File: config.mk
export PLATFORM = sky130hd
export DESIGN_NAME = shifter_seq_flat
export DESIGN_NICKNAME = d
export VERILOG_FILES = /design/src/rtl/shifter_seq_if.sv /design/src/rtl/shifter_seq.sv /design/src/flat_wrapper.sv
export SDC_FILE = /design/constraint.sdc
export NUM_CORES = 1
export LEC_CHECK = 0
export BUFFER_PORTS_ARGS = -buffer_cell sky130_fd_sc_hd__buf_2
export CORE_ASPECT_RATIO = 0.8
export CORE_MARGIN = 4
export CORE_UTILIZATION = 54
export DETAILED_ROUTE_END_ITERATION = 12
export PLACE_DENSITY = 0.78
export SYNTH_ARGS = -nofsm -noshare
export SYNTH_HDL_FRONTEND = slang
export SYNTH_SLANG_ARGS = --single-unit
File: constraint.sdc
create_clock -name clk -period 3.85 [get_ports clk]
set_input_delay 0.77 -clock clk [delete_from_list [all_inputs] [get_ports clk]]
set_output_delay 0.77 -clock clk [all_outputs]
set_load 0.02 [all_outputs]
File: src/rtl/shifter_seq_if.sv
// Handshake bundle for the multi-cycle shift unit: operation request side and result side.
// The master is the execute stage that issues operations; the slave is the shift unit.
interface shifter_seq_if #(
  parameter int DATA_WIDTH  = 20,
  parameter int SHAMT_WIDTH = 5
);
  // valid/ready: a transfer happens on a rising clk edge where valid and ready are both high;
  // the producer holds valid and its payload stable until that edge, and ready may not depend
  // combinationally on valid.
  logic                   in_valid;
  logic                   in_ready;
  logic [DATA_WIDTH-1:0]  data_in;
  logic [SHAMT_WIDTH-1:0] shift_amount;
  logic [1:0]             mode;
  logic                   out_valid;
  logic                   out_ready;
  logic [DATA_WIDTH-1:0]  data_out;
  logic                   busy;

  modport master (
    output in_valid, data_in, shift_amount, mode, out_ready,
    input  in_ready, out_valid, data_out, busy
  );

  modport slave (
    input  in_valid, data_in, shift_amount, mode, out_ready,
    output in_ready, out_valid, data_out, busy
  );
endinterface

File: src/rtl/shifter_seq.sv
// Multi-cycle shift unit (SRL/SRA/SLL/ROR), shifting up to STEP bits per cycle.
// One operation in flight; the result is held until the consumer takes it.
module shifter_seq #(
  parameter int DATA_WIDTH  = 20,
  parameter int SHAMT_WIDTH = 5,
  parameter int STEP        = 4
) (
  input  logic         clk,
  input  logic         rst,
  shifter_seq_if.slave bus,
  output logic [1:0]   state_dbg
);

  typedef enum logic [1:0] {
    S_IDLE  = 2'd0,
    S_SHIFT = 2'd1,
    S_DONE  = 2'd2
  } state_t;

  localparam logic [1:0] M_SRL = 2'b00;
  localparam logic [1:0] M_SRA = 2'b01;
  localparam logic [1:0] M_SLL = 2'b10;
  localparam logic [1:0] M_ROR = 2'b11;

  localparam logic [SHAMT_WIDTH-1:0] STEP_S = SHAMT_WIDTH'(STEP);
  localparam logic [SHAMT_WIDTH-1:0] DW_S   = SHAMT_WIDTH'(DATA_WIDTH);

  state_t                 state;
  logic [DATA_WIDTH-1:0]  work;
  logic [1:0]             mode_q;
  logic                   sign_q;
  logic [SHAMT_WIDTH-1:0] rem;

  logic [SHAMT_WIDTH-1:0] n_eff;
  logic [SHAMT_WIDTH-1:0] k;
  logic [DATA_WIDTH-1:0]  fill_mask;
  logic [DATA_WIDTH-1:0]  step_res;

  assign state_dbg = state;

  // Rotation keeps the full count, so only the non-rotating modes saturate at the width.
  always_comb begin
    n_eff = bus.shift_amount;
    if (bus.mode != M_ROR && bus.shift_amount > DW_S)
      n_eff = DW_S;
  end

  always_comb begin
    k         = (rem > STEP_S) ? STEP_S : rem;
    fill_mask = ~({DATA_WIDTH{1'b1}} >> k);
    step_res  = work;
    case (mode_q)
      M_SRL:   step_res = work >> k;
      M_SRA:   step_res = (work >> k) | (fill_mask & {DATA_WIDTH{sign_q}});
      M_SLL:   step_res = work << k;
      M_ROR:   step_res = (work >> k) | (work << (DW_S - k));
      default: step_res = work;
    endcase
  end

  always_ff @(posedge clk) begin
    if (rst) begin
      state        <= S_IDLE;
      work         <= '0;
      mode_q       <= M_SRL;
      sign_q       <= 1'b0;
      rem          <= '0;
      bus.in_ready <= 1'b1;
      bus.out_valid <= 1'b0;
      bus.busy     <= 1'b0;
      bus.data_out <= '0;
    end else begin
      case (state)
        S_IDLE: begin
          if (bus.in_valid) begin
            work         <= bus.data_in;
            mode_q       <= bus.mode;
            sign_q       <= bus.data_in[DATA_WIDTH-1];
            rem          <= n_eff;
            bus.in_ready <= 1'b0;
            bus.busy     <= 1'b1;
            if (n_eff == '0) begin
              state         <= S_DONE;
              bus.out_valid <= 1'b1;
              bus.data_out  <= bus.data_in;
            end else begin
              state <= S_SHIFT;
            end
          end
        end
        S_SHIFT: begin
          work <= step_res;
          rem  <= rem - k;
          if (rem == k) begin
            state         <= S_DONE;
            bus.out_valid <= 1'b1;
            bus.data_out  <= step_res;
          end
        end
        S_DONE: begin
          if (bus.out_ready) begin
            state         <= S_IDLE;
            bus.out_valid <= 1'b0;
            bus.busy      <= 1'b0;
            bus.in_ready  <= 1'b1;
          end
        end
        default: begin
          state         <= S_IDLE;
          bus.in_ready  <= 1'b1;
          bus.out_valid <= 1'b0;
          bus.busy      <= 1'b0;
        end
      endcase
    end
  end

endmodule

File: src/flat_wrapper.sv
// flat-port wrapper written by rule: the top's interface ports become plain ports
module shifter_seq_flat 
#(
  parameter int DATA_WIDTH  = 20,
  parameter int SHAMT_WIDTH = 5,
  parameter int STEP        = 4
)
  (clk, rst, state_dbg, bus_in_valid, bus_data_in, bus_shift_amount, bus_mode, bus_out_ready, bus_in_ready, bus_out_valid, bus_data_out, bus_busy);
  shifter_seq_if #(.DATA_WIDTH(DATA_WIDTH), .SHAMT_WIDTH(SHAMT_WIDTH)) bus_i ();
  input  logic clk;
  input  logic rst;
  output logic [1:0] state_dbg;
  input wire logic [$bits(bus_i.in_valid)-1:0] bus_in_valid;
  input wire logic [$bits(bus_i.data_in)-1:0] bus_data_in;
  input wire logic [$bits(bus_i.shift_amount)-1:0] bus_shift_amount;
  input wire logic [$bits(bus_i.mode)-1:0] bus_mode;
  input wire logic [$bits(bus_i.out_ready)-1:0] bus_out_ready;
  output wire logic [$bits(bus_i.in_ready)-1:0] bus_in_ready;
  output wire logic [$bits(bus_i.out_valid)-1:0] bus_out_valid;
  output wire logic [$bits(bus_i.data_out)-1:0] bus_data_out;
  output wire logic [$bits(bus_i.busy)-1:0] bus_busy;
  assign bus_i.in_valid = bus_in_valid;
  assign bus_i.data_in = bus_data_in;
  assign bus_i.shift_amount = bus_shift_amount;
  assign bus_i.mode = bus_mode;
  assign bus_i.out_ready = bus_out_ready;
  assign bus_in_ready = bus_i.in_ready;
  assign bus_out_valid = bus_i.out_valid;
  assign bus_data_out = bus_i.data_out;
  assign bus_busy = bus_i.busy;
  shifter_seq #(.DATA_WIDTH(DATA_WIDTH), .SHAMT_WIDTH(SHAMT_WIDTH), .STEP(STEP)) u_core (.clk(clk), .rst(rst), .bus(bus_i), .state_dbg(state_dbg));
endmodule
# Yosys cells after proc, flatten, opt, wreduce, memory -nomap -nowiden
# Cells that the tools add are included.
[totals]
mem_count = 0
latchBits = 0
mem_bits_rw = 0
romBits = 0
out_inout_bits = 25
inputBits = 31
reg_bits = 53
word_cells = 70
[op_classes]
reduce_logical = 11
bitwise_logic = 5
n_div = 0
muxes = 26
shifts = 4
n_eq_ne = 11
n_mul = 0
magnitude_cmp = 2
add_sub_neg = 2
[op_table]
columns = ["operator", "count"]
rows = [
  ["20-bit 2-to-1 mux", 4],
  ["20-bit one-hot mux with 2 select lines", 2],
  ["20-bit one-hot mux with 4 select lines", 1],
  ["20-bit OR", 2],
  ["20-bit by 5-bit << shifter with 20-bit output", 2],
  ["20-bit bitwise AND", 1],
  ["20-bit NOT", 1],
  ["20-bit by 5-bit >> shifter with 20-bit output", 1],
  ["20-bit by 5-bit >> shifter with 20-bit output, first input constant", 1],
  ["5-bit 2-to-1 mux", 3],
  ["5-bit one-hot mux with 2 select lines", 1],
  ["1-bit one-hot mux with 3 select lines", 3],
  ["2-bit 2-to-1 mux", 4],
  ["4-bit AND reduction", 2],
  ["1-bit 2-to-1 mux", 7],
  ["2-bit == test, second input constant", 3],
  ["2-bit inequality test, second input constant", 3],
  ["2-bit one-hot mux with 3 select lines", 1],
  ["3-bit AND reduction", 2],
  ["5-bit == test", 1],
  ["5-bit by 3-bit greater-than comparator with 1-bit output, second input constant", 1],
  ["5-bit greater-than comparator, second input constant", 1],
  ["5-bit logical NOT", 1],
  ["5-bit subtractor", 1],
  ["other kinds (8)", 12],
]

# Longest topological paths before layout
# Gate-level depths: netlist (run 1).
[logic_depth]
ltp_word = 9
mapped_depth = 16
mapped_depth_nobuf = 10

# Worst setup path before layout (run 1)
# OpenSTA, ideal clock, no wires.
[synth_path]
path_type = "register -> register"
start = "register u_core.rem[3]"
end = "register u_core.bus.data_out[13]"
path_stages_with_launch = 16
t_required_ns = 3.759
synth_period_minus_slack_ns = 3.763
arrival_ns = 3.672
setup_slack_ns = 0.087
setup_ns = 0.091
path_cell_list = "dfxtp_1 buf_6 or4b_4 buf_6 buf_8 buf_6 clkbuf_1 ha_1 inv_1 ha_1 nand3b_1 nor3_1 and3_1 a31oi_1 a311o_1 a311oi_1"
[synth_via]
elab_chain_cells = 9
word_cells_on_any_way = 17
cone_classes = "1 x add/sub; 1 x order compare; 2 x eq/ne; 4 x shift; 4 x mux; 4 x bitwise; 1 x reduce/logical"
[synth_lines]
columns = ["element", "line", "rtl"]
rows = [
  ["start, declared", "shifter_seq.sv:32", "logic [SHAMT_WIDTH-1:0] rem;"],
  ["start signal, assigned", "shifter_seq.sv:79", "rem <= n_eff;"],
  ["start signal, assigned", "shifter_seq.sv:93", "rem <= rem - k;"],
  ["parallel branches: the longest is 9 deep, another holds 5-bit by 3-bit greater-than comparator with 1-bit output", "n/a", ""],
  ["end signal, assigned", "shifter_seq.sv:85", "bus.data_out <= bus.data_in;"],
  ["end signal, assigned", "shifter_seq.sv:97", "bus.data_out <= step_res;"],
  ["end, declared", "shifter_seq_if.sv:27", "output in_ready, out_valid, data_out, busy"],
]
# Parallel ways; which one is timed is not known. The select of a mux whose other input is x is not followed.
# A chain may end at the register's enable or synchronous reset.

# Final worst setup path (run 1)
[layout_path]
start = "register u_core.rem[3]"
end = "register u_core.work[13]"
[layout_via]
elab_chain_cells = 8
word_cells_on_any_way = 13
cone_classes = "1 x add/sub; 1 x order compare; 4 x shift; 3 x mux; 4 x bitwise"
[layout_lines]
columns = ["element", "line", "rtl"]
rows = [
  ["5-bit by 3-bit greater-than comparator with 1-bit output", "shifter_seq.sv:49", "k = (rem > STEP_S) ? STEP_S : rem;"],
  ["5-bit 2-to-1 mux (*)", "shifter_seq.sv:49", ""],
  ["parallel branches: the longest is 4 deep, another holds 5-bit subtractor", "n/a", ""],
  ["20-bit one-hot mux with 4 select lines (*)", "shifter_seq.sv:52", "case (mode_q)"],
  ["20-bit one-hot mux with 2 select lines (*)", "shifter_seq.sv:73", "case (state)"],
  ["end signal, assigned", "shifter_seq.sv:76", "work <= bus.data_in;"],
  ["end signal, assigned", "shifter_seq.sv:92", "work <= step_res;"],
  ["end, declared", "shifter_seq.sv:29", "logic [DATA_WIDTH-1:0] work;"],
]
# Mark *: on every way between the ends.

==> impl_metrics.csv, run 1 <==
group,metric,value,unit
sta,final-hold-violation-count,0,
floorplan,core-area,8560,sq um
sta,slew_headroom,44.7,%
sta,drv_slew,0,
floorplan,num_rows,30,
power_and_ir_drop,ir_drop,0.280,mV
finish,fin_nets,684,
global_routing,grt_pass1_vias,5038,
finish,areaGrowthSynthToFinish,7.51,%
sta,final-setup-viol-count,0,
critical_path,r2r_slack,380,ps
critical_path,end_kind,"flip-flop",
power_and_ir_drop,p_per_area,530,nW/um^2
finish,drive_above_1_share,17.3,%
synth,avgSynthCellArea,7.44,sq um
critical_path,worstPathArrival,3700,ps
clocking,h-tree-depth,2,
clocking,cts_tree,"done",
critical_path,startpoint_type,"flip-flop",
clocking,worstSkewPairLatency,320,ps
sta,rsz0062_at_grt,"false",
floorplan,start_util,55.7,%
sta,fin_worst_skew,6.69,ps
finish,n_fill_cell,783,
floorplan,dieArea,10400,sq um
synth,ys_seq_area_share,22.3,%
synth,synthArstFlopShare,0,%
synth,yosysMostFrequentCell,"nor2_1",
sta,tns,0,ps
job,drv_cap,0,
critical_path,path_cells,"or4b_2 -> ha_1 -> inv_1 -> ha_1 -> nand3b_1 -> nor3_1 -> buf_4 -> and3_1 -> a31oi_1 -> a311o_1 -> a311oi_1",
placed_design,gp_congestion,1.02,
clocking,cts_sinks,53,
floorplan,die_x,113,um
clocking,cts_setup_buffers,0,
finish,antenna_cells,0,
synth,syn_nets,677,
floorplan,ioPinCount,56,
synth,synthCells,641,
global_routing,grt_usage,34.7,%
clocking,cts-root-buf,"clkbuf_8",
global_routing,antenna_found_initial,0,
synth,synth_top_cell_by_area,"dfxtp_1",
synth,ys_seq_elements,53,
power_and_ir_drop,power_leakage,1.94,nW
synth,syn-cell-area,4770,sq um
critical_path,critPathMaxStageDelay,760,ps
route,vias_per_cell,7.32,
clocking,ctsResizeCount,0,
placed_design,hpwl,12800,um
sta,finalCritPeriodShare,90.2,%
critical_path,crit_required,4070,ps
route,vias,5568,
sta,tightest_slew,826,ps
synth,synth.distinct_cells,74,
global_routing,grt.overflow.total,0,
placed_design,portBuffers,55,
sta,finalWorstSetupSlack,377,ps
synth,synthTopCellsByCount,"nor2_1, clkbuf_1, nand2_1",
route,wirelength,18500,um
sta,min_period,3470,ps
sta,fmax,288,MHz
global_routing,grt_max_degree,51,
route,drt_iter0_drc,887,
route,wl_per_cell,24.3,um
synth,synth_top_area_share,22.3,%
global_routing,grt_pass1_wl,28600,um
synth,synthFlopType,"dfxtp_1",
floorplan,die_y,92.0,um
critical_path,crit_top_cell,"ha_1",
critical_path,critPathKind,"flip-flop to flip-flop",
critical_path,critical_path.slowest_cell,"or4b_2",
placed_design,dp_slack,479,ps
clocking,clockBufferDepth,2,
critical_path,worst-path-buf-inv,2,
synth,synth_warnings,0,
min_path,min_path_type,"flip-flop to flip-flop",
clocking,cts.clk_slew.worst_paths,110,ps
route,drc,0,
status,run_status,"complete, no violations",
synth,synth_edf_count,0,
power_and_ir_drop,total_power,2.71,mW
synth,synth_area_leaders,"dfxtp_1, mux2i_1, nor2_1, clkbuf_1, nand2_1",
route,firstDrtPassIters,7,
critical_path,critPathTopFamily,"simple AND/OR/NAND/NOR gates",
clocking,hold_buffers,0,
clocking,cts_buffers,5,
critical_path,cp_max_fo,10,
route,ant_nets,0,
[per-layer routing]
| layer | wire length (um) | track usage [%] | vias to the layer above |
|---|---|---|---|
| met2 | 7380 | 46.9 | 496 |
| li1 | - | - | 2436 |
| met4 | 598 | 10.1 | 0 |
| met1 | 7370 | 49.5 | 2569 |
| met3 | 3170 | 14.5 | 67 |
| met5 | 0 | 0 | - |
[final cells by class]
class / instances / area, sq um / area share [%]
multi-input combinational: 498 / 3320 / 64.7
sequential: 53 / 1060 / 20.7
timing repair buffer: 79 / 455 / 8.89
tap: 112 / 140 / 2.73
clock buffer: 6 / 72.6 / 1.42
inverter: 11 / 41.3 / 0.806
clock inverter: 2 / 38.8 / 0.757
[layout by cell type, fill, tap and decap left out, types with 12 or more instances in the layout]
master,instances
nor2_1,64
nand2_1,57
buf_2,55
dfxtp_1,53
a21oi_1,39
mux2i_1,34
nor3_1,29
o21ai_0,24
buf_4,24
nand3b_1,22
o41ai_1,13
nand3_1,12
a211oi_1,12
o211ai_1,12
[logic make-up (layout without fill, tap and decap cells)]
family	after synthesis	count (layout)	share of synthesized area, %
AOI/OAI and AO/OA	186	186	27.6
buffers and inverters	90	98	8.37
DFF	53	53	22.3
other	1	1	0.0787
adders and majority gates	5	5	1.31
muxes	51	51	12.8
and+or+nand+nor	255	255	27.6
[state kept, by name, indices dropped and copies added (netlist names)]
register,flops
u_core.state_dbg,2
u_core.sign_q,1
u_core.mode_q,2
u_core.bus.data_out,20
u_core.work,20
u_core.bus.in_ready,1
u_core.bus.out_valid,1
u_core.bus.busy,1
u_core.rem,5
[worst min-delay path, stage by stage (launching register included)]
cell,delay [ps]
dfxtp_1,320
nand2_1,50
a21oi_1,50
[through the flow]
stage          cell area, sq um  utilization [%]  hold WS (ps)  std cells
6_report                   5120             59.9           466        761
5_1_grt                    5120             59.9           509        761
4_1_cts                    5120             59.9           467        761
3_5_place_dp               5010             58.6           451        753
3_3_place_gp               5010             58.6           441        753
2_1_floorplan              4770                -           518        641
[final timing paths]
kind,start,endpoint,cells after the start
worst max-delay path,u_core.rem[3],u_core.work[13],11
worst min-delay path,u_core.bus.data_out[2],u_core.bus.data_out[2],2
worst max register to register,u_core.rem[3],u_core.work[13],11
worst min register to register,u_core.bus.data_out[2],u_core.bus.data_out[2],2
[power by group]
group          internal [mW]  switching, mW  leakage [nW]
Clock                  0.196          0.208        0.0554
Combinational          0.517          0.925          1.45
Sequential             0.649          0.220         0.436
Total                   1.36           1.35          1.94
Power figures use the tool's default switching activity.
==> run 2, diff against run 1 <==
--- a/config.mk
+++ b/config.mk
@@ -10,6 +10,7 @@
 export CORE_MARGIN = 4
 export CORE_UTILIZATION = 54
 export DETAILED_ROUTE_END_ITERATION = 12
+export GPL_TIMING_DRIVEN = 0
 export PLACE_DENSITY = 0.78
 export SYNTH_ARGS = -nofsm -noshare
 export SYNTH_HDL_FRONTEND = slang
==> impl_metrics.csv, run 2 (synthesis gave the netlist of run 1 again) <==
group,metric,value,unit
status,run_status,"complete, no violations",
finish,layout_common_cells,"nor2_1, buf_2, nand2_1, dfxtp_1, clkbuf_1",
clocking,worstSkewPairLatency,320,ps
floorplan,core-area,8560,sq um
critical_path,startpoint_type,"flip-flop",
route,vias,6188,
power_and_ir_drop,power_leakage,2.04,nW
power_and_ir_drop,ir_drop,0.368,mV
sta,drv_slew,0,
critical_path,critPathCapture,"u_core.work[1]",
finish,areaGrowthSynthToFinish,13.3,%
sta,final-setup-viol-count,0,
clocking,cts_buffers,5,
clocking,cts.clk_slew.worst_paths,100,ps
route,drt_iter0_drc,1214,
critical_path,crit_required,4080,ps
clocking,h-tree-depth,2,
sta,tns,0,ps
sta,fin_worst_skew,10.9,ps
floorplan,num_rows,30,
critical_path,critical_path.slowest_cell,"or3_1",
critical_path,critPathMaxStageDelay,450,ps
critical_path,end_kind,"flip-flop",
placed_design,hpwl,15900,um
finish,antenna_cells,0,
global_routing,grt_max_degree,20,
global_routing,antenna_found_initial,0,
sta,tightest_slew,1450,ps
clocking,hold_buffers,0,
floorplan,ioPinCount,56,
route,wl_per_cell,27.0,um
critical_path,r2r-start,"u_core.rem[4]",
sta,rsz0062_at_grt,"false",
critical_path,rr_endpoint,"u_core.work[1]",
sta,slew_headroom,2.85,%
floorplan,start_util,55.7,%
sta,holdWs,469,ps
critical_path,critPathLaunch,"u_core.rem[4]",
global_routing,grt_usage,41.0,%
sta,finalWorstSetupSlack,56.0,ps
power_and_ir_drop,total_power,2.88,mW
finish,drive_above_1_share,17.5,%
sta,finalCritPeriodShare,98.5,%
placed_design,portBuffers,54,
clocking,cts_tree,"done",
placed_design,gp_congestion,1.13,
sta,min_period,3790,ps
floorplan,die_x,113,um
floorplan,dieArea,10400,sq um
critical_path,reg2regPathDepth,12,
clocking,cts-root-buf,"clkbuf_8",
critical_path,cp_max_fo,10,
critical_path,r2r_slack,60,ps
route,drc,0,
critical_path,path_cells,"buf_2 -> nor3_4 -> clkinv_2 -> clkbuf_1 -> buf_2 -> ha_1 -> buf_2 -> nand2_1 -> nor3_2 -> nor4_1 -> or3_1 -> o31ai_1",
sta,final-hold-violation-count,0,
critical_path,critPathKind,"flip-flop to flip-flop",
critical_path,crit_top_cell,"buf_2",
min_path,min_path_type,"flip-flop to flip-flop",
global_routing,grt_pass1_vias,5670,
clocking,cts_sinks,53,
placed_design,dp_slack,-997,ps
clocking,clockBufferDepth,2,
finish,reg_top3,"u_core.bus.data_out x20, u_core.work x20, u_core.rem x5",
job,drv_cap,0,
finish,design_area,5400,sq um
floorplan,die_y,92.0,um
power_and_ir_drop,p_per_area,533,nW/um^2
global_routing,grt_pass1_wl,33100,um
finish,final_common_cell,"nor2_1",
route,vias_per_cell,7.59,
placed_design,post_dp_cell_area,5180,sq um
sta,fmax,264,MHz
route,firstDrtPassIters,7,
critical_path,worstPathArrival,4020,ps
global_routing,grt.overflow.total,0,
finish,fin_nets,738,
route,ant_nets,0,
route,wirelength,22000,um
==> run 2: cell count changes in the layout (fill, tap and decap cells not counted), sizes merged <==
cell / before / now
clkbuf: 6 / 59
clkdlybuf4s18: 0 / 1
inv: 9 / 10
bufinv: 1 / 0
==> run 2: critical path: cells and delay by family (launching register included) <==
family	cells	cell delay (ps)
buffers and inverters	5	1420
AND/OR/NAND/NOR	5	1340
adder cells (fa/ha/maj)	1	380
flip-flops	1	310
AO/OA/AOI/OAI	1	240
==> run 2: final cells by class <==
type | instances | area (sq um)
Timing Repair Buffer | 58 | 300
Clock buffer | 6 | 82.6
Fill cell | 729 | 3160
Sequential cell | 53 | 1060
Buffer | 75 | 349
Tap cell | 112 | 140
Clock inverter | 2 | 17.5
Inverter | 11 | 42.5
Multi-Input combinational cell | 498 | 3410
==> run 2: worst min-delay path by stage <==
stage	startpoint	to	slack (ps)	depth (start not counted)
finish	u_core.bus.data_out[2]	u_core.bus.data_out[2]	470	2
global route	u_core.bus.data_out[2]	u_core.bus.data_out[2]	480	2
CTS	u_core.bus.data_out[2]	u_core.bus.data_out[2]	470	2
detailed placement	u_core.bus.data_out[2]	u_core.bus.data_out[2]	450	2
global placement	u_core.bus.data_out[2]	u_core.bus.data_out[2]	440	2
floorplan	u_core.work[18]	u_core.work[18]	520	2
==> run 2: report_power, final <==
part,internal [mW],switching (mW)
clock,0.150,0.210
sequential,0.649,0.0771
combinational,0.551,1.24
total,1.35,1.53
==> run 2: layer usage <==
metal  GRT usage (%)  up-vias  wire length (um)
met3            16.5      146              3960
met5               0        -                 0
met4            18.0        0              1250
met1            55.7     2824              8160
met2            56.5      661              8680
li1                -     2557                 -
==> run 2: per-stage QoR <==
stage          utilization [%]  cells
5_1_grt                   63.1    815
2_1_floorplan                -    641
4_1_cts                   62.2    814
6_report                  63.1    815
3_3_place_gp              60.5    807
3_5_place_dp              60.5    807
==> run 2: repair_timing <==
item                                    in CTS  in global routing
pin swaps                                    2                  3
endpoints found under the setup margin      40                 23
hold endpoints to repair                     0                  0
resized for setup                           13                 14
setup buffers                                2                  2
